[src/rtl/muldiv_unit_pkg.sv]
// Shared definitions for the sequential signed multiply/divide unit.
// Holds the FSM state encoding, the op select values and the default iteration count.
package muldiv_unit_pkg;

  typedef enum logic [1:0] {
    StIdle,
    StRun,
    StFix,
    StDone
  } state_e;

  localparam logic OP_MUL = 1'b0;
  localparam logic OP_DIV = 1'b1;

  localparam int unsigned ITER_DEFAULT = 32;

  function automatic logic [31:0] abs32(input logic [31:0] v);
    return v[31] ? -v : v;
  endfunction

endpackage

[src/rtl/muldiv_unit.sv]
// Iterative signed 32x32 multiplier (radix-2 Booth) and restoring divider.
// Both share one 65-bit accumulator/shift register; one step per RUN cycle.
module muldiv_unit
  import muldiv_unit_pkg::*;
#(
  parameter int unsigned ITER = ITER_DEFAULT
) (
  input  logic        clock,
  input  logic        reset,
  input  logic        start,
  input  logic        op,
  input  logic [31:0] a,
  input  logic [31:0] b,
  output logic        busy,
  output logic        done,
  output logic        dbz,
  output logic [63:0] result
);

  localparam int unsigned CntW = $clog2(ITER + 1);

  state_e          state;
  logic [CntW-1:0] cnt;
  logic            op_q;
  logic            neg_quot;
  logic            neg_rem;
  logic [31:0]     mcand;
  logic [64:0]     acc;

  logic [64:0]     acc_step;
  logic [32:0]     sum33;
  logic [32:0]     rsh;
  logic [33:0]     diff;
  logic [31:0]     quot;
  logic [31:0]     rem;
  logic [63:0]     fix_res;

  // MUL layout: {A[32:0], Q[31:0]} with acc[0] doubling as Booth's Q[-1] after the shift.
  // A is kept 33 bits wide so A - M cannot overflow when M is the most negative value.
  // DIV layout: {R[32:0], Q[31:0]}; Q starts as |dividend| and fills with quotient bits.
  always_comb begin
    sum33    = {acc[64], acc[64:33]};
    rsh      = acc[63:31];
    diff     = {1'b0, rsh} - {2'b00, mcand};
    acc_step = acc;
    if (op_q == OP_MUL) begin
      unique case (acc[1:0])
        2'b01:   sum33 = {acc[64], acc[64:33]} + {mcand[31], mcand};
        2'b10:   sum33 = {acc[64], acc[64:33]} - {mcand[31], mcand};
        default: sum33 = {acc[64], acc[64:33]};
      endcase
      acc_step = {sum33, acc[32:1]};
    end else begin
      acc_step = diff[33] ? {rsh, acc[30:0], 1'b0} : {diff[32:0], acc[30:0], 1'b1};
    end
  end

  always_comb begin
    quot    = neg_quot ? -acc[31:0] : acc[31:0];
    rem     = neg_rem ? -acc[63:32] : acc[63:32];
    fix_res = (op_q == OP_MUL) ? acc[64:1] : {rem, quot};
  end

  always_ff @(posedge clock or negedge reset) begin
    if (!reset) begin
      state    <= StIdle;
      cnt      <= '0;
      op_q     <= OP_MUL;
      neg_quot <= 1'b0;
      neg_rem  <= 1'b0;
      mcand    <= '0;
      acc      <= '0;
      busy     <= 1'b0;
      done     <= 1'b0;
      dbz      <= 1'b0;
      result   <= '0;
    end else begin
      case (state)
        StIdle: begin
          done <= 1'b0;
          if (start) begin
            busy     <= 1'b1;
            op_q     <= op;
            cnt      <= '0;
            neg_quot <= a[31] ^ b[31];
            neg_rem  <= a[31];
            if (op == OP_DIV && b == '0) begin
              dbz    <= 1'b1;
              result <= {a, 32'hFFFF_FFFF};
              done   <= 1'b1;
              state  <= StDone;
            end else begin
              dbz   <= 1'b0;
              state <= StRun;
              if (op == OP_MUL) begin
                mcand <= a;
                acc   <= {33'b0, b, 1'b0};
              end else begin
                mcand <= abs32(b);
                acc   <= {33'b0, abs32(a)};
              end
            end
          end
        end
        StRun: begin
          acc <= acc_step;
          cnt <= cnt + 1'b1;
          if (cnt == CntW'(ITER - 1)) state <= StFix;
        end
        StFix: begin
          result <= fix_res;
          done   <= 1'b1;
          state  <= StDone;
        end
        StDone: begin
          done  <= 1'b0;
          busy  <= 1'b0;
          state <= StIdle;
        end
        default: state <= StIdle;
      endcase
    end
  end

endmodule

[config.mk]
export PLATFORM = sky130hd
export DESIGN_NAME = muldiv_unit
export DESIGN_NICKNAME = d
export VERILOG_FILES = /design/src/rtl/muldiv_unit_pkg.sv /design/src/rtl/muldiv_unit.sv
export SDC_FILE = /design/constraint.sdc
export NUM_CORES = 1
export LEC_CHECK = 0
export BUFFER_PORTS_ARGS = -buffer_cell sky130_fd_sc_hd__buf_2
export CAP_MARGIN = 20
export CELL_PAD_IN_SITES_DETAIL_PLACEMENT = 0
export CELL_PAD_IN_SITES_GLOBAL_PLACEMENT = 2
export CORE_ASPECT_RATIO = 0.5
export CORE_UTILIZATION = 30
export CTS_CLUSTER_DIAMETER = 150
export DETAILED_ROUTE_END_ITERATION = 8
export PLACE_DENSITY = 0.68
export SLEW_MARGIN = 20
export SYNTH_ARGS = -nofsm -noshare
export SYNTH_HDL_FRONTEND = slang
export SYNTH_SLANG_ARGS = --single-unit
[constraint.sdc]
create_clock -name clock -period 4.8 [get_ports clock]
set_input_delay 0.24 -clock clock [delete_from_list [all_inputs] [get_ports clock]]
set_output_delay 0.24 -clock clock [all_outputs]
set_load 0.01 [all_outputs]
==> impl_metrics.csv <==
group,metric,value,unit
status,outcome,"finished, final reports clean",
floorplanning,fp.dieW,329.4,um
setup_path,setup.worst_path.end,"acc[64]",
power,power_density,897.3,nW/um2
min_path,hp-class,"in2reg",
sta,fin_setup_tns,0,ps
route,drtAntennaViolNets,0,
sta,fmax,226.4,MHz
synthesis,synth-seq-cells,175,
sta,final.setup.worst_slack,382.1,ps
clocking,cts_setup_buffers,0,
place,pre_cts_ws,320.8,ps
setup_path,crit_buf_inv,0,
layout,drive_gt1_share,12.21,%
setup_path,crit_cells,16,
grt,antenna_found_initial,2,
place,gp_congestion,0.8688,
grt,grt_pass1_wl,99.14,mm
synthesis,synth_seq_area_share,27.23,%
clocking,clkSlewWorstSetupHoldPaths,90,ps
setup_path,crit_start,"mcand[15]",
grt,grt_max_degree,78,
grt,grt_use_total,23.65,%
setup_path,critPathTopFamily,"compound AO/OA/AOI/OAI gates",
job,maxCapViolations,0,
floorplanning,fp.coreArea,52410,um2
layout,final_util,34.63,%
power,p_sw_share,53.79,%
setup_path,cp.arrival,4740,ps
synthesis,synthesis.nets,2238,
sta,tightest_slew,853.0,ps
synthesis,synth_edf_count,0,
setup_path,r2r_cells,16,
floorplanning,io_pins,135,
power,p_seq_share,19.7,%
synthesis,synth_ff_type,"dfrtp_1",
setup_path,ff2ff_setup_slack,380,ps
setup_path,crit_fanout,8,
route,drc,0,
sta,fin_skew,23.92,ps
synthesis,synthArstFlopShare,100.0,%
floorplanning,die_h,165.7,um
clocking,insertion_delay,460,ps
clocking,root_buffer,"clkbuf_16",
synthesis,ys_types,84,
clocking,cts_tree,"yes",
layout,nNetsFinal,2305,
power,intPower,0.007526,W
setup_path,max_stage_delay,720,ps
setup_path,path_cells,"nor4_1 > and2_1 > and2_1 > nor2_1 > xnor2_1 > ha_1 > a21o_1 > a211oi_1 > o211ai_1 > a21oi_1 > nor2_1 > nor2_1 > o21ai_0 > a221oi_1 > mux2i_1 > o211ai_1",
route,post_drt_wl_per_cell,22.47,um
clocking,cts_buffers,17,
synthesis,syn-cell-area,16080,um2
setup_path,rr_startpoint,"mcand[15]",
grt,grt_overflow,0,
sta,period_minus_slack,4418,ps
sta,finalHoldViolCount,0,
clocking,clock-sinks,175,
layout,layout_common_cells,"222 x nor2_1, 222 x nand2_1, 208 x a21oi_1",
layout,area_delta_synth_final,12.89,%
floorplanning,die_area,54590,um2
setup_path,endpoint_kind,"register",
setup_path,cp_slowest_cell,"nor4_1",
clocking,h-tree-depth,4,
clocking,clock_path_buffers,2,
synthesis,synth_cells,2091,
power,p_clk_share,9.0,%
synthesis,syn_area_per_cell,7.690,um2
place,portBuffers,134,
place,dp.final_hpwl,48.44,mm
sta,rsz0062_at_grt,"no",
grt,grt_pass1_vias,15373,
route,vias,15706,
route,via_per_inst,5.467,
route,dr.pass1.iters,7,
sta,setup_viol,0,
power,max-vdd-ir-drop,298.2,uV
power,switchingPower,0.008761,W
sta,holdWs,121.8,ps
setup_path,r2r-end,"acc[64]",
sta,slew_viol_final,0,
sta,timing.final.crit_share,92.04,%
power,power_frac_comb,71.3,%
synthesis,yosysTopAreaCellShare,27.23,%
floorplanning,rows,59,
setup_path,path_common_cell,"nor2_1",
floorplanning,start_util,30.68,%
route,drt_iter0_drc,1232,
setup_path,cp-start-kind,"register",
synthesis,yosys.area.top_type,"dfrtp_1",
setup_path,crit_required,5120,ps
synthesis,synth.area.top_cells,"dfrtp_1 27%, a21oi_1 6.5%, ha_1 6.0%",
route,finalWirelength,64.57,mm
sta,slew_headroom,43.07,%
setup_path,setup.worst_path.class,"reg2reg",
power,p_leak,7.771,nW
synthesis,yosys_warnings,0,
routing by layer:
| metal | part of all wire, % | track usage (%) |
|---|---|---|
| met5 | 0 | 0 |
| met4 | 1.2 | 4.408 |
| met3 | 3.4 | 1.785 |
| met2 | 43 | 35.50 |
| met1 | 52 | 36.73 |
worst register-to-register path: stages (launching register included):
cell and delay [ps]:
dfrtp_1 530, nor4_1 720, and2_1 280, and2_1 210, nor2_1 70, xnor2_1 130, ha_1 390, a21o_1 210
a211oi_1 300, o211ai_1 160, a21oi_1 170, nor2_1 50, nor2_1 190, o21ai_0 190, a221oi_1 380, mux2i_1 220
o211ai_1 100
worst min path at each step:
stage / to / cells after the start / from
finish: busy / 3 / start
global route: acc[27] / 3 / b[26]
CTS: busy / 3 / start
detailed placement: cnt[0] / 1 / reset
global placement: cnt[0] / 1 / reset
floorplan: acc[0] / 0 / reset
sequential cells by signal, summed over array words and instances (netlist names):
name,count
acc,65
result,64
mcand,32
cnt,6
state,2
busy,1
dbz,1
done,1
neg_quot,1
neg_rem,1
op_q,1
stage by stage:
step	total power [W]	instance area, um2	std cells
after floorplan	0.01127	16080	2091
after global placement	0.01480	17550	2839
after detailed placement	0.01472	17550	2839
after CTS	0.01627	18150	2872
after global routing	0.01777	18150	2873
final	0.01629	18150	2873
kinds of logic (layout without fill, tap and decap cells):
kind of cell	count (synthesis)	in the layout	share of synthesized area [%]
AO/OA/AOI/OAI	698	698	27.48
adder cells (fa/ha/maj)	79	79	6.240
XOR/XNOR	196	196	10.68
AND/OR/NAND/NOR	657	657	18.80
other	0	1	0
multiplexers	68	68	4.272
buffers and inverters	218	298	5.299
flip-flops	175	175	27.23
cell type report:
type | count | area, um2
Fill cell | 5707 | 34260
Multi-Input combinational cell | 1698 | 10880
Sequential cell | 175 | 4383
Timing Repair Buffer | 193 | 1150
Tap cell | 701 | 877.1
Clock buffer | 18 | 439.2
Inverter | 73 | 274.0
Clock inverter | 14 | 143.9
Antenna cell | 1 | 2.502
cell usage after synthesis, types with 9 or more instances:
master,number
o21a_1,10
a21o_1,27
buf_2,18
dfrtp_1,175
nor2b_1,19
a31oi_1,40
xor2_1,108
inv_1,73
a211o_1,9
a211oi_1,28
o31ai_1,34
o41ai_1,19
nor4_1,13
or4_1,13
a221o_1,18
nand4_1,10
nand3_1,28
a21oi_1,208
ha_1,77
mux2i_1,63
nor2_1,223
a22o_1,15
o21ai_0,186
xnor2_1,88
nand2b_1,21
clkbuf_1,120
nor3_1,29
and3_1,13
or3_1,22
nand2_1,222
o211ai_1,13
o21bai_1,11
power by group through the flow:
stage | combinational (W) | clock, W | sequential [W]
after global routing | 0.0129 | 0.00157 | 0.00332
after CTS | 0.0116 | 0.00151 | 0.00319
final | 0.0116 | 0.00147 | 0.00321
after detailed placement | 0.0115 | 0 | 0.00322
after floorplan | 0.00845 | 0 | 0.00282
after global placement | 0.0116 | 0 | 0.00321
timing repair:
item	in CTS	in global routing
hold buffers	1	0
resized for setup	0	1
hold endpoints to repair	74	0
endpoints found under the setup margin	0	1
(Power assumes the default switching activity.)
